--- src/rtl/uart_cmd_parser.sv ---
// uart_cmd_parser
//   Frame parser behind the UART receiver. Assembles packets of the form
//   SYNC, OP, LEN, PAYLOAD[LEN], CHK, where CHK is the XOR of OP, LEN and
//   every payload byte. A packet that passes all checks is held for the
//   command decoder until it is accepted through a valid/ready handshake.
//
// Ports
//   i_Clock, i_Reset      clock, synchronous active-high reset
//   i_Rx_DV, i_Rx_Byte    one-cycle byte strobe and byte from the receiver
//   i_Cmd_Ready           decoder accepts the held command
//   i_Pl_Addr, o_Pl_Data  combinational payload buffer read port
//   o_Cmd_Valid/Op/Len    held command
//   o_Busy                parser is anywhere other than hunting for SYNC
//   o_Err_Chk/Len/Timeout one-cycle error pulses
//   o_Drop                one-cycle pulse when a byte is discarded in HOLD
module uart_cmd_parser #(
    parameter logic [7:0] SYNC_BYTE    = 8'hA5,
    parameter int         MAX_LEN      = 16,
    parameter int         TIMEOUT_CLKS = 86_999
) (
    input  logic                                            i_Clock,
    input  logic                                            i_Reset,
    input  logic                                            i_Rx_DV,
    input  logic [7:0]                                      i_Rx_Byte,
    input  logic                                            i_Cmd_Ready,
    input  logic [$clog2(MAX_LEN > 1 ? MAX_LEN : 2)-1:0]    i_Pl_Addr,
    output logic [7:0]                                      o_Pl_Data,
    output logic                                            o_Cmd_Valid,
    output logic [7:0]                                      o_Cmd_Op,
    output logic [7:0]                                      o_Cmd_Len,
    output logic                                            o_Busy,
    output logic                                            o_Err_Chk,
    output logic                                            o_Err_Len,
    output logic                                            o_Err_Timeout,
    output logic                                            o_Drop
);

    localparam int         AW       = $clog2(MAX_LEN > 1 ? MAX_LEN : 2);
    localparam int         TW       = $clog2(TIMEOUT_CLKS);
    localparam logic [7:0] MAX_LEN8 = 8'(MAX_LEN);
    localparam logic [TW-1:0] TO_LAST = TW'(TIMEOUT_CLKS - 1);

    typedef enum logic [2:0] {
        HUNT, OP, LEN, PAYLOAD, CHK, HOLD
    } state_t;

    state_t        state_q, state_d;
    logic [7:0]    op_q, op_d;
    logic [7:0]    len_q, len_d;
    logic [7:0]    chk_q, chk_d;
    logic [7:0]    idx_q, idx_d;
    logic [TW-1:0] cnt_q, cnt_d;
    logic          valid_q, valid_d;
    logic          busy_q, busy_d;
    logic          err_chk_q, err_chk_d;
    logic          err_len_q, err_len_d;
    logic          err_to_q, err_to_d;
    logic          drop_q, drop_d;
    logic          wr_en;

    logic [7:0]    mem [MAX_LEN];

    always_comb begin
        state_d   = state_q;
        op_d      = op_q;
        len_d     = len_q;
        chk_d     = chk_q;
        idx_d     = idx_q;
        cnt_d     = cnt_q;
        err_chk_d = 1'b0;
        err_len_d = 1'b0;
        err_to_d  = 1'b0;
        drop_d    = 1'b0;
        wr_en     = 1'b0;

        case (state_q)
            HUNT: begin
                // counter held at zero so OP always starts a fresh window
                cnt_d = '0;
                if (i_Rx_DV && i_Rx_Byte == SYNC_BYTE) state_d = OP;
            end
            OP: if (i_Rx_DV) begin
                op_d    = i_Rx_Byte;
                chk_d   = i_Rx_Byte;
                state_d = LEN;
            end
            LEN: if (i_Rx_DV) begin
                len_d = i_Rx_Byte;
                chk_d = chk_q ^ i_Rx_Byte;
                if (i_Rx_Byte > MAX_LEN8) begin
                    err_len_d = 1'b1;
                    state_d   = HUNT;
                end else if (i_Rx_Byte == 8'd0) begin
                    state_d = CHK;
                end else begin
                    idx_d   = 8'd0;
                    state_d = PAYLOAD;
                end
            end
            PAYLOAD: if (i_Rx_DV) begin
                wr_en = 1'b1;
                chk_d = chk_q ^ i_Rx_Byte;
                idx_d = idx_q + 8'd1;
                if (idx_q == len_q - 8'd1) state_d = CHK;
            end
            CHK: if (i_Rx_DV) begin
                // a bad checksum byte is consumed here, never re-hunted as SYNC
                if (i_Rx_Byte == chk_q) state_d = HOLD;
                else begin
                    err_chk_d = 1'b1;
                    state_d   = HUNT;
                end
            end
            HOLD: begin
                cnt_d = '0;
                if (i_Rx_DV) drop_d = 1'b1;
                if (valid_q && i_Cmd_Ready) state_d = HUNT;
            end
            default: state_d = HUNT;
        endcase

        // Inter-byte timeout; a strobe on the expiry cycle wins.
        if (state_q inside {OP, LEN, PAYLOAD, CHK}) begin
            if (i_Rx_DV) begin
                cnt_d = '0;
            end else if (cnt_q == TO_LAST) begin
                cnt_d    = '0;
                err_to_d = 1'b1;
                state_d  = HUNT;
            end else begin
                cnt_d = cnt_q + TW'(1);
            end
        end

        valid_d = (state_d == HOLD);
        busy_d  = (state_d != HUNT);
    end

    always_ff @(posedge i_Clock) begin
        if (i_Reset) begin
            state_q   <= HUNT;
            op_q      <= 8'd0;
            len_q     <= 8'd0;
            chk_q     <= 8'd0;
            idx_q     <= 8'd0;
            cnt_q     <= '0;
            valid_q   <= 1'b0;
            busy_q    <= 1'b0;
            err_chk_q <= 1'b0;
            err_len_q <= 1'b0;
            err_to_q  <= 1'b0;
            drop_q    <= 1'b0;
        end else begin
            state_q   <= state_d;
            op_q      <= op_d;
            len_q     <= len_d;
            chk_q     <= chk_d;
            idx_q     <= idx_d;
            cnt_q     <= cnt_d;
            valid_q   <= valid_d;
            busy_q    <= busy_d;
            err_chk_q <= err_chk_d;
            err_len_q <= err_len_d;
            err_to_q  <= err_to_d;
            drop_q    <= drop_d;
        end
    end

    // Payload storage is deliberately not reset.
    always_ff @(posedge i_Clock) begin
        if (wr_en && !i_Reset) mem[idx_q[AW-1:0]] <= i_Rx_Byte;
    end

    assign o_Pl_Data     = (32'(i_Pl_Addr) < MAX_LEN) ? mem[i_Pl_Addr] : 8'h00;
    assign o_Cmd_Valid   = valid_q;
    assign o_Cmd_Op      = op_q;
    assign o_Cmd_Len     = len_q;
    assign o_Busy        = busy_q;
    assign o_Err_Chk     = err_chk_q;
    assign o_Err_Len     = err_len_q;
    assign o_Err_Timeout = err_to_q;
    assign o_Drop        = drop_q;

endmodule

--- config.mk ---
export PLATFORM = sky130hd
export DESIGN_NAME = uart_cmd_parser
export DESIGN_NICKNAME = d
export VERILOG_FILES = /design/src/rtl/uart_cmd_parser.sv
export SDC_FILE = /design/constraint.sdc
export NUM_CORES = 1
export LEC_CHECK = 0
export CORE_UTILIZATION = 41
export CTS_BUF_LIST = sky130_fd_sc_hd__clkbuf_16
export DETAILED_ROUTE_END_ITERATION = 10
export PLACE_DENSITY = 0.58
export SLEW_MARGIN = 5
export SYNTH_ARGS = -nofsm -noshare
export SYNTH_HDL_FRONTEND = slang
export SYNTH_SLANG_ARGS = --single-unit
--- constraint.sdc ---
create_clock -name i_Clock -period 2.47 [get_ports i_Clock]
set_input_delay 0.247 -clock i_Clock [delete_from_list [all_inputs] [get_ports i_Clock]]
set_output_delay 0.247 -clock i_Clock [all_outputs]
set_load 0.005 [all_outputs]
==> flow_metrics.py, run 1 <==
metrics = {
    "clocking": {
        "clock-sinks": 186,
        "cts_tree": "yes",
        "worstSkewPairLatency_ns": 0.43,
        "cts.clk_slew.worst_paths_ns": 0.08,
        "cts_inserted_buffers": 17,
        "htree_levels": 4,
        "cts_root_buffer": "clkbuf_16",
        "cts.path.max_buffers": 2,
        "cts_resized": 10,
        "ctsHoldBuffers": 0,
        "post_cts_buffers": 0,
    },
    "floorplanning": {
        "dieArea_mm2": 0.0204,
        "rows": 51,
        "initial_core_util": 0.417,
        "ios": 46,
        "die_y_um": 143,
        "coreArea_mm2": 0.0195,
        "fp.dieW_um": 143,
    },
    "logic_synthesis": {
        "async_flop_share": 0,
        "synth_warnings": 0,
        "synthFlopType": "edfxtp_1",
        "synth_top_area_share": 0.473,
        "ys_seq_elements": 186,
        "yosys-top-cells-count": "edfxtp_1, nand2_1, dfxtp_1",
        "yosysTopAreaCell": "edfxtp_1",
        "synthesis.area_mm2": 0.00813,
        "syn_avg_cell_area_um2": 13.5,
        "ys_types": 64,
        "synth_most_common_cell": "edfxtp_1",
        "synth_nets": 625,
        "syn_inst": 602,
        "ys_seq_area_frac": 0.616,
        "synth_edf_count": 128,
        "synth_area_leaders": "edfxtp_1, dfxtp_1, mux4_2",
    },
    "routing": {
        "drtIter0Drc": 372,
        "remaining_drc_errors": 0,
        "wl_mm": 19.3,
        "drt-vias-per-instance": 5.60,
        "firstDrtPassIters": 5,
        "wl_per_cell_um": 20.2,
        "ant_nets": 0,
        "vias": 5354,
    },
    "timing": {
        "fin_worst_skew_ns": 0.0128,
        "rsz0062_at_grt": "false",
        "fin_tns_setup_ns": 0,
        "report.final.setup_viol": 0,
        "max_clock_freq_ghz": 0.433,
        "period_needed_ns": 2.31,
        "fin_ws_ns": 0.158,
        "worstMarginPinSlew_ns": 0.692,
        "fin_crit_sh": 0.936,
        "hold_violations": 0,
        "timing.hold.ws_ns": 0.416,
        "slew_viol_final": 0,
        "slew_headroom": 0.537,
    },
    "global_route": {
        "antenna_found_initial": 1,
        "grt_max_degree": 55,
        "first_global_vias": 5318,
        "grt_pass1_wl_mm": 30.1,
        "grtUsageTotal": 0.202,
        "grt-ovfl-total": 0,
    },
    "layout": {
        "multi_input_area_mm2": 0.00292,
        "n_fill_cell": 1666,
        "area_growth_pct": 20.5,
        "seq_area_mm2": 0.00500,
        "final_layout_size_suffix_gt1_frac": 0.197,
        "finalNetCount": 700,
    },
    "placed_design": {
        "pre_cts_ws_ns": -0.104,
        "place.gp.congestion": 0.848,
        "portBuffers": 45,
        "post-dp-hpwl_mm": 12.5,
    },
    "worst_setup_path": {
        "critPathKind": "reg -> out",
        "start_kind": "flip-flop",
        "path_common_cell": "mux4_2",
        "cpPeakStageDelay_ns": 0.50,
        "crit_required_ns": 2.22,
        "crit_fanout": 1,
        "arrival_ns": 2.06,
        "cp-end-kind": "output pin",
        "crit_path_top_delay_cell": "mux4_2",
        "path_cells": "mux4_2 -> mux4_2 -> dlygate4sd2_1",
    },
    "power_and_ir_drop": {
        "ir_worst_vdd_uv": 487,
        "static-leakage-power_nw": 3.14,
        "p_per_area_mw_per_mm2": 655,
    },
    "hold_path": {
        "hold_path_class": "in -> reg",
    },
    "job": {
        "max_cap_viol_count": 0,
    },
    "run_status": {
        "status": "completed",
    },
}
==> flip-flops by register name (all words and copies together) (netlist names) <==
| register | count |
|---|---|
| o_Err_Timeout | 1 |
| cnt_q | 17 |
| o_Drop | 1 |
| o_Err_Chk | 1 |
| o_Cmd_Op | 8 |
| o_Cmd_Valid | 1 |
| o_Err_Len | 1 |
| state_q | 3 |
| chk_q | 8 |
| mem | 128 |
| o_Busy | 1 |
| o_Cmd_Len | 8 |
| idx_q | 8 |
==> worst paths after layout <==
path	end	from	cells past startpoint	slack (ns)
worst max-delay path	o_Pl_Data[4]	mem[13][4]	3	0.16
worst min-delay path	cnt_q[5]	i_Reset	3	0.42
worst max register to register	o_Cmd_Valid	o_Cmd_Len[1]	7	0.25
worst min register to register	o_Cmd_Op[2]	o_Cmd_Op[2]	2	0.46
==> layer usage <==
| metal | GRT usage | routed length (um) |
|---|---|---|
| met5 | 0 | 0 |
| met4 | 0.0498 | 222 |
| met1 | 0.269 | 8500 |
| met3 | 0.0409 | 1040 |
| met2 | 0.339 | 9540 |
==> cell usage in the layout, fill, tap and decap left out, types with 5 or more instances in the layout <==
cell / Yosys / final
edfxtp_1: 128 / 128
nand2_1: 71 / 71
dfxtp_1: 58 / 58
buf_4: 3 / 46
nor2_1: 42 / 42
mux4_2: 40 / 40
a21oi_1: 36 / 36
clkdlybuf4s50_1: 0 / 34
xnor2_1: 20 / 20
clkbuf_16: 0 / 17
nand3_1: 12 / 12
and3_1: 10 / 10
dlygate4sd2_1: 0 / 9
nand4_1: 8 / 8
inv_1: 7 / 7
nor3_1: 7 / 7
a311oi_1: 7 / 7
o21ai_0: 7 / 7
nor4_1: 7 / 7
ha_1: 7 / 7
nand2b_1: 6 / 6
a31oi_1: 6 / 6
nor3b_1: 6 / 6
xor2_1: 5 / 5
a41oi_1: 5 / 5
nand4b_1: 5 / 5
o21ai_1: 5 / 5
inv_12: 0 / 5
==> report_power, final <==
group / internal, mW / total [mW] / leakage, nW / switching, mW
Combinational: 0.140 / 0.289 / 1.22 / 0.149
Sequential: 3.32 / 3.32 / 1.62 / 0.000224
Clock: 1.42 / 2.81 / 0.304 / 1.39
Total: 4.87 / 6.42 / 3.14 / 1.54
==> final cells by class <==
class / count / area share
clock buffers: 17 / 0.0435
clock inverters: 15 / 0.0206
well taps: 265 / 0.0339
multi-input cells: 369 / 0.298
inverters: 7 / 0.00268
repair buffers: 96 / 0.0901
diodes: 1 / 0.000256
flip-flops and latches: 186 / 0.511
==> per-stage QoR <==
step / instance area (um2) / power [mW] / instances / util
final: 9790 / 6.42 / 956 / 0.503
after global routing: 9790 / 6.61 / 955 / 0.503
after CTS: 9790 / 6.47 / 955 / 0.503
after detailed placement: 9140 / 3.69 / 922 / 0.470
after global placement: 9140 / 3.68 / 922 / 0.470
after floorplan: 8130 / 3.54 / 602 / -
==> kinds of logic after synthesis <==
| family | count (synthesis) | synth area share |
|---|---|---|
| adder cells (fa/ha/maj) | 7 | 0.0108 |
| flip-flops | 186 | 0.616 |
| buffers and inverters | 47 | 0.0253 |
| AO/OA/AOI/OAI | 89 | 0.0744 |
| AND/OR/NAND/NOR | 206 | 0.131 |
| multiplexers | 41 | 0.112 |
| XOR/XNOR | 26 | 0.0303 |
==> worst max-delay path, delay by kind of cell, from the launching register on <==
family / cells / cell delay (ns)
buffers and inverters: 1 / 0.30
flip-flops: 1 / 0.38
multiplexers: 2 / 0.97
Power figures use the tool's default switching activity.
==> run 2: changes to the inputs <==
--- a/config.mk
+++ b/config.mk
@@ -5,9 +5,11 @@
 export SDC_FILE = /design/constraint.sdc
 export NUM_CORES = 1
 export LEC_CHECK = 0
+export CAP_MARGIN = 25
 export CORE_UTILIZATION = 41
 export CTS_BUF_LIST = sky130_fd_sc_hd__clkbuf_16
 export DETAILED_ROUTE_END_ITERATION = 10
+export MAX_ROUTING_LAYER = met4
 export PLACE_DENSITY = 0.58
 export SLEW_MARGIN = 5
 export SYNTH_ARGS = -nofsm -noshare
==> run 2 against run 1 <==
Register-to-register slack about the same; clock power is essentially flat; clock-buffer cell count is the same; combinational power about the same; sequential share of layout area is the same; die area did not move; largest cell class unchanged; global-route usage is 0.65 points higher; total power is essentially flat; via count decreased by 0.58%; critical path depth stayed put.
==> flow_metrics.py, run 2 (synthesis gave the netlist of run 1 again) <==
metrics = {
    "floorplanning": {
        "dieArea_mm2": 0.0204,
        "ios": 46,
        "initial_core_util": 0.417,
        "rows": 51,
        "fp.dieW_um": 143,
        "die_y_um": 143,
        "coreArea_mm2": 0.0195,
    },
    "power_and_ir_drop": {
        "p_int_mw": 4.87,
        "netSwitchingPower_mw": 1.54,
        "comb_power_share": 0.045,
        "p_seq_frac": 0.517,
        "p_sw_frac": 0.240,
        "static-leakage-power_nw": 3.14,
        "p_per_area_mw_per_mm2": 655,
        "clkPwrFrac": 0.438,
        "ir_worst_vdd_uv": 486,
    },
    "clocking": {
        "cts_inserted_buffers": 17,
        "clock-sinks": 186,
        "cts.path.max_buffers": 2,
        "cts.clk_slew.worst_paths_ns": 0.08,
        "ctsHoldBuffers": 0,
        "cts_root_buffer": "clkbuf_16",
        "cts_tree": "yes",
        "worstSkewPairLatency_ns": 0.43,
        "htree_levels": 4,
    },
    "worst_setup_path": {
        "cp.buffers_inverters": 1,
        "cp-end-kind": "output pin",
        "critPathKind": "reg -> out",
        "crit_family": "multiplexers",
        "start_kind": "flip-flop",
        "path_common_cell": "mux4_2",
        "arrival_ns": 2.07,
        "crit_path_top_delay_cell": "mux4_2",
        "rrSetupSlack_ns": 0.25,
        "cpPeakStageDelay_ns": 0.50,
        "path_cells": "mux4_2 -> mux4_2 -> dlygate4sd2_1",
        "r2r_cells": 7,
        "crit_required_ns": 2.22,
        "reg2reg_to": "o_Cmd_Valid",
        "crit_fanout": 1,
        "r2r_start": "o_Cmd_Len[1]",
    },
    "timing": {
        "fin_worst_skew_ns": 0.0142,
        "worstMarginPinSlew_ns": 0.692,
        "slew_viol_final": 0,
        "hold_violations": 0,
        "fin_ws_ns": 0.156,
        "fin_tns_setup_ns": 0,
        "max_clock_freq_ghz": 0.432,
        "fin_crit_sh": 0.937,
        "report.final.setup_viol": 0,
        "slew_headroom": 0.537,
        "rsz0062_at_grt": "false",
        "period_needed_ns": 2.31,
    },
    "global_route": {
        "antenna_found_initial": 1,
        "grt_pass1_wl_mm": 30.1,
        "grt_max_degree": 55,
        "grtUsageTotal": 0.209,
        "grt-ovfl-total": 0,
        "first_global_vias": 5317,
    },
    "layout": {
        "utilization": 0.503,
        "finalNetCount": 700,
        "n_fill_cell": 1666,
        "final_layout_size_suffix_gt1_frac": 0.197,
        "area_growth_pct": 20.5,
        "seq_area_mm2": 0.00500,
        "mostFrequentLayoutCells": "edfxtp_1, nand2_1, dfxtp_1, buf_4, nor2_1",
        "final_common_cell": "edfxtp_1",
        "largest_reg_flops": 128,
        "multi_input_area_mm2": 0.00292,
    },
    "placed_design": {
        "post-dp-hpwl_mm": 12.5,
        "portBuffers": 45,
        "pre_cts_ws_ns": -0.104,
        "place.gp.congestion": 0.861,
    },
    "hold_path": {
        "holdCritStartpoint": "i_Reset",
        "worst_hold_path.num_cells": 3,
        "hold_path_class": "in -> reg",
        "worst_hold_path.endpoint": "cnt_q[5]",
    },
    "routing": {
        "wl_mm": 19.4,
        "wl_per_cell_um": 20.3,
        "firstDrtPassIters": 5,
        "drtIter0Drc": 395,
        "remaining_drc_errors": 0,
        "drt-vias-per-instance": 5.57,
        "ant_nets": 0,
        "vias": 5323,
    },
    "job": {
        "max_cap_viol_count": 0,
    },
    "run_status": {
        "status": "completed",
    },
}
run 2: stage by stage:
stage,hold slack [ns],instances,instance area [um2],power [mW]
after floorplan,0.346,602,8130,3.54
after global placement,0.451,922,9140,3.68
after detailed placement,0.451,922,9140,3.69
after CTS,0.409,955,9790,6.47
after global routing,0.435,956,9790,6.61
final,0.408,956,9790,6.42
run 2: layer usage:
metal  wire length, um  track usage
met5                 0            -
met3              1040       0.0402
met4               227       0.0498
met2              9460        0.338
met1              8640        0.272
run 2: tightest hold or removal path: cells and delay by family:
family / cells / cell delay (ns)
buffers and inverters: 2 / 0.40
AND/OR/NAND/NOR: 1 / 0.15
run 2: power by group through the flow:
stage | clock network [mW] | registers (mW) | logic [mW]
6_report | 2.81 | 3.32 | 0.289
5_1_grt | 2.99 | 3.32 | 0.309
4_1_cts | 2.86 | 3.32 | 0.293
3_5_place_dp | 0 | 3.39 | 0.296
3_3_place_gp | 0 | 3.39 | 0.291
2_1_floorplan | 0 | 3.39 | 0.145
run 2: worst max path at each step:
stage / from / to / slack [ns] / cells past startpoint
finish: mem[13][4] / o_Pl_Data[4] / 0.16 / 3
global route: mem[13][4] / o_Pl_Data[4] / 0.10 / 3
CTS: mem[13][4] / o_Pl_Data[4] / 0.14 / 3
detailed placement: i_Pl_Addr[1] / o_Pl_Data[4] / -0.10 / 5
global placement: i_Pl_Addr[1] / o_Pl_Data[4] / -0.09 / 5
floorplan: state_q[2] / mem[0][0] / 0.21 / 7
run 2: layout make-up:
cell class                      count  area share
Sequential cell                   186       0.511
Multi-Input combinational cell    369       0.298
Timing Repair Buffer               96      0.0901
Clock buffer                       17      0.0435
Tap cell                          265      0.0339
Clock inverter                     15      0.0206
Inverter                            7     0.00268
Antenna cell                        1    0.000256
run 2: timing repair:
action / 4_1_cts / 5_1_grt
setup endpoints to repair: 8 / 0
resized for setup: 10 / 0
endpoints found under the hold margin: 0 / 0
setup buffers: 0 / 0
==> run 3: changes to the inputs <==
--- a/config.mk
+++ b/config.mk
@@ -11,6 +11,7 @@
 export DETAILED_ROUTE_END_ITERATION = 10
 export MAX_ROUTING_LAYER = met4
 export PLACE_DENSITY = 0.58
+export SKIP_LAST_GASP = 1
 export SLEW_MARGIN = 5
 export SYNTH_ARGS = -nofsm -noshare
 export SYNTH_HDL_FRONTEND = slang
==> results of run 3 <==
No change in the layout: final DEF, timing and power equal those of run 2.
